`config.mk`:
```
export PLATFORM = sky130hd
export DESIGN_NAME = qos_ingress_classifier
export DESIGN_NICKNAME = d
export VERILOG_FILES = /design/src/rtl/qos_ingress_classifier.sv
export SDC_FILE = /design/constraint.sdc
export NUM_CORES = 1
export LEC_CHECK = 0
export CORE_MARGIN = 2
export CORE_UTILIZATION = 35
export DETAILED_ROUTE_END_ITERATION = 7
export REMOVE_ABC_BUFFERS = 1
export SYNTH_ARGS = -nofsm -noshare
export SYNTH_HDL_FRONTEND = slang
export SYNTH_SLANG_ARGS = --single-unit
```
`constraint.sdc`:
```
create_clock -name CLK -period 3 [get_ports CLK]
set_clock_uncertainty 0.2 [all_clocks]
set_input_delay 0.75 -clock CLK [delete_from_list [all_inputs] [get_ports CLK]]
set_output_delay 0.75 -clock CLK [all_outputs]
set_load 0.1 [all_outputs]
```
`src/rtl/qos_ingress_classifier.sv`:
```
// Ingress classifier for the four-FIFO QoS block: holds one word, routes it by class,
// stalls while the destination is blocked and drops it after a programmable limit.
module qos_ingress_classifier #(
  parameter int unsigned CLASS_MSB   = 7,
  parameter int unsigned STALL_LIMIT = 16,
  parameter bit          PAUSE_ON_AF = 1'b1
) (
  input  logic        CLK,
  input  logic        RESET,
  input  logic [7:0]  DATA_IN,
  input  logic        VALID_IN,
  output logic        READY_OUT,
  input  logic        ENABLE,
  input  logic [3:0]  FULL,
  input  logic [3:0]  ALMOST_FULL,
  input  logic        CLR_STATS,
  output logic [7:0]  DATA_OUT,
  output logic [3:0]  PUSH,
  output logic [31:0] DROP_CNT,
  output logic        DROP_ERR,
  output logic        BUSY
);

  localparam int unsigned CNT_W = (STALL_LIMIT == 0) ? 1 : $clog2(STALL_LIMIT + 1);
  localparam logic [CNT_W-1:0] LIMIT_M1 = CNT_W'((STALL_LIMIT == 0) ? 0 : STALL_LIMIT - 1);
  localparam logic DROP_EN = (STALL_LIMIT != 0);

  localparam logic [1:0] EMPTY   = 2'd0;
  localparam logic [1:0] LOADED  = 2'd1;
  localparam logic [1:0] STALLED = 2'd2;

  logic [1:0]       state;
  logic [1:0]       state_nxt;
  logic [7:0]       hold_data;
  logic [1:0]       hold_dest;
  logic [CNT_W-1:0] stall_cnt;
  logic [CNT_W-1:0] stall_cnt_nxt;
  logic [3:0][7:0]  drop_cnt;
  logic             drop_err;
  logic             load;

  logic blocked;
  logic fire;
  logic drop;
  logic accept;

  // Destination flags are sampled in the same cycle the word is presented
  assign blocked   = FULL[hold_dest] | (PAUSE_ON_AF & ALMOST_FULL[hold_dest]);
  assign fire      = (state != EMPTY) & ~blocked;
  assign drop      = (state == STALLED) & blocked & DROP_EN & (stall_cnt == LIMIT_M1);
  assign READY_OUT = RESET & ENABLE & ((state == EMPTY) | fire | drop);
  assign accept    = VALID_IN & READY_OUT;

  assign PUSH     = fire ? 4'(4'b0001 << hold_dest) : 4'b0000;
  assign DATA_OUT = hold_data;
  assign BUSY     = (state != EMPTY);
  assign DROP_CNT = drop_cnt;
  assign DROP_ERR = drop_err;

  // Next-state and hold-register load decision
  always_comb begin
    state_nxt     = state;
    stall_cnt_nxt = stall_cnt;
    load          = 1'b0;
    case (state)
      EMPTY: begin
        if (accept) begin
          state_nxt = LOADED;
          load      = 1'b1;
        end
      end
      LOADED: begin
        if (blocked) begin
          state_nxt     = STALLED;
          stall_cnt_nxt = '0;
        end else if (accept) begin
          load = 1'b1;
        end else begin
          state_nxt = EMPTY;
        end
      end
      STALLED: begin
        if (fire || drop) begin
          stall_cnt_nxt = '0;
          if (accept) begin
            state_nxt = LOADED;
            load      = 1'b1;
          end else begin
            state_nxt = EMPTY;
          end
        end else if (DROP_EN) begin
          stall_cnt_nxt = stall_cnt + CNT_W'(1);
        end
      end
      default: begin
        state_nxt     = EMPTY;
        stall_cnt_nxt = '0;
      end
    endcase
  end

  always_ff @(posedge CLK or negedge RESET) begin
    if (!RESET) begin
      state     <= EMPTY;
      stall_cnt <= '0;
    end else begin
      state     <= state_nxt;
      stall_cnt <= stall_cnt_nxt;
    end
  end

  always_ff @(posedge CLK or negedge RESET) begin
    if (!RESET) begin
      hold_data <= '0;
      hold_dest <= '0;
    end else if (load) begin
      hold_data <= DATA_IN;
      hold_dest <= DATA_IN[CLASS_MSB -: 2];
    end
  end

  // Per-class saturating drop counters; a clear beats a coincident drop
  always_ff @(posedge CLK or negedge RESET) begin
    if (!RESET) begin
      drop_cnt <= '0;
      drop_err <= 1'b0;
    end else if (CLR_STATS) begin
      drop_cnt <= '0;
      drop_err <= 1'b0;
    end else if (drop) begin
      drop_err <= 1'b1;
      if (drop_cnt[hold_dest] != 8'hFF) begin
        drop_cnt[hold_dest] <= drop_cnt[hold_dest] + 8'd1;
      end
    end
  end

endmodule

```
==> flow_summary.toml <==
[cells_and_area]
drive_above_1_share = 0.337
design_area_mm2 = 0.00357
nets = 365
fill_cells = 690
diodes = 0
area_growth_syn_to_layout_pct = 38.6
layout_common_cells = "buf_4 (68), dfrtp_1 (47), a21oi_1 (33)"
layout_commonest_cell = "buf_4"

[floorplan]
die_width_um = 89.8
start_util = 0.359
core_mm2 = 0.00718
ioPinCount = 68
die_y_um = 89.8
dieArea_mm2 = 0.00807
rows = 31

[pwr]
p_comb_frac = 0.490
ir_worst_vdd_mv = 0.665
swShare = 0.459
power_frac_seq = 0.351
power_switching_mw = 1.07
power.total_mw = 2.32
leakagePower_nw = 1.58
intPower_mw = 1.26
p_clk_frac = 0.159
power_density_mw_per_mm2 = 650

[worst_setup_path]
worstSetupPathType = "in -> out"
critPathMaxFanout = 4
cp.required_ns = 2.05
crit_slowest_cell = "mux4_2"
slowest_delay_ns = 0.54
cp_cell_sequence = "dlygate4sd2_1, nor2_1, mux4_2, o211a_1, buf_12"
reg2reg_to = "DROP_CNT[17]$_DFFE_PN0P_"
reg2reg_depth = 8
r2r-start = "DATA_OUT[6]$_DFFE_PN0P_"
worstPathArrival_ns = 1.99
r2r_slack_ns = 0.35
worst_setup_path_end_kind = "output pin"
cp-start-kind = "input pin"

[synthesis]
synth.avg_cell_area_um2 = 10.2
yosysSeqAreaShare = 0.466
synth_warnings = 0
synth_cells = 253
ys.flop_type = "dfrtp_1"
synth_top_cell_by_area = "dfrtp_1"
synth_area_mm2 = 0.00258
synth_edf_count = 0
synth_area_leaders = "dfrtp_1 (47%), mux4_2 (8.7%), a21oi_1 (6.4%), nor3_1 (5.2%), mux2_2 (3.9%)"
ys_seq_elements = 48
yosysUniqueCellTypes = 31
postSynth.asyncResetShare = 1.00
synth_top_area_frac = 0.466

[sta]
worst-slew-pin-transition_ns = 0.538
finalCritPeriodShare = 0.979
fin_setup_tns_ns = 0
fmax_mhz = 340
max-slew-margin-rel = 0.642
grt_setup_unrepaired = "true"
hold_slack_ns = 0.102
finalSetupViolCount = 0
finalMaxSlewViolations = 0
timing.final.crit_period_ns = 2.94
hold_viol = 0

[global_route]
grt_pass1_vias = 2344
grt_use_total = 0.186
overflow = 0
grt_first_pass_wirelength_um = 12100
antenna_found_initial = 0
grt_max_degree = 42

[placement]
hpwlAfterDp_um = 5380
gp_congestion = 0.818
io_buffers = 67
place_area_mm2 = 0.00349

[detailed_routing]
num_vias = 2327
via_per_inst = 5.29
drt_wl_total_um = 7210
drc = 0
ant_nets = 0
first_pass_iters = 4
post_drt_wl_per_cell_um = 16.4
drt-initial-drc-count = 156

[clocking]
hold_buffers = 0
cts.path.max_buffers = 2
cts_sinks = 48
insertion_delay_ns = 0.30
clk_pin_slew_ns = 0.08
cts_tree = "built"
cts_buffers = 5
clock-root-buffer = "clkbuf_8"
htreeDepth = 2

[job]
max-cap-violations = 0

[status]
status = "finished clean"

[worst_hold_path]
hold_class = "in -> async"
[stage by stage]
stage                     utilization  cells  setup WS (ns)
after floorplan                     -    238          -2.07
after global placement          0.486    432         -0.275
after detailed placement        0.486    432         -0.297
after CTS                       0.498    440         0.0634
after global routing            0.498    440        -0.0102
final                           0.498    440         0.0616
[power by group through the flow]
stage,clock network [mW],registers (mW),logic (mW)
finish,0.368,0.815,1.14
global placement,0,0.824,1.13
global route,0.411,0.832,1.20
floorplan,0,1.20,0.396
CTS,0.389,0.815,1.15
detailed placement,0,0.825,1.14
[cell families (layout without fill, tap and decap cells)]
family          after synthesis  after routing  synth area share
compound gates               62             62             0.151
xor+xnor                      6              6            0.0204
fa+ha+maj                     3              3            0.0146
buf+inv                      21            109            0.0359
flops                        48             48             0.466
mux                          19             19             0.127
simple gates                 94             94             0.186
[critical path, delay by kind of cell]
kind                   cells  cell delay [ns]
and+or+nand+nor            1             0.05
AOI/OAI and AO/OA          1             0.27
muxes                      1             0.54
buffers and inverters      2             0.38
[state kept, by name, summed over array words and instances (netlist names)]
register	cells
DROP_CNT	32
DATA_OUT	8
stall_cnt	5
state	2
DROP_ERR	1
[layout make-up]
class,count,area (um2),share of cell area
Multi-Input combinational cell,184,1290,0.362
Sequential cell,48,1200,0.336
Timing Repair Buffer,96,856,0.239
Tap cell,99,124,0.0347
Clock buffer,6,72.6,0.0203
Inverter,6,22.5,0.00630
Clock inverter,1,5.00,0.00140
[timing repair]
action	4_1_cts	5_1_grt
buffers inserted	1	0
endpoints found under the hold margin	0	0
pin swaps	1	0
gates resized for setup	10	1
setup endpoints to repair	5	2
[per-layer routing]
layer  part of all wire  up-vias  global-route usage
met5                  0        -                   0
met4              0.013        0              0.0513
met3              0.066       10              0.0377
met2               0.49       86               0.310
met1               0.43     1126               0.248
li1                   -     1105                   -
[cell usage after synthesis (all sizes together), types with 4 or more instances]
cell    instances
clkbuf          8
nor2           17
nand2          12
nand3          11
o21ai           8
mux2            9
mux4           10
or2             6
buf             7
a211oi         10
nor3           30
inv             6
xnor2           4
nand2b          5
a21oi          33
dfrtp          48
or3             5
[worst max path at each step]
stage / start / endpoint / slack (ns) / cells after the start
CTS: FULL[0] / READY_OUT / 0.06 / 5
detailed placement: FULL[0] / DATA_OUT[4]$_DFFE_PN0P_ / -0.30 / 7
global placement: FULL[0] / DATA_OUT[7]$_DFFE_PN0P_ / -0.28 / 7
finish: FULL[0] / READY_OUT / 0.06 / 5
floorplan: DATA_OUT[7]$_DFFE_PN0P_ / PUSH[0] / -2.07 / 4
global route: FULL[1] / PUSH[0] / -0.01 / 6
(Power assumes the default switching activity.)
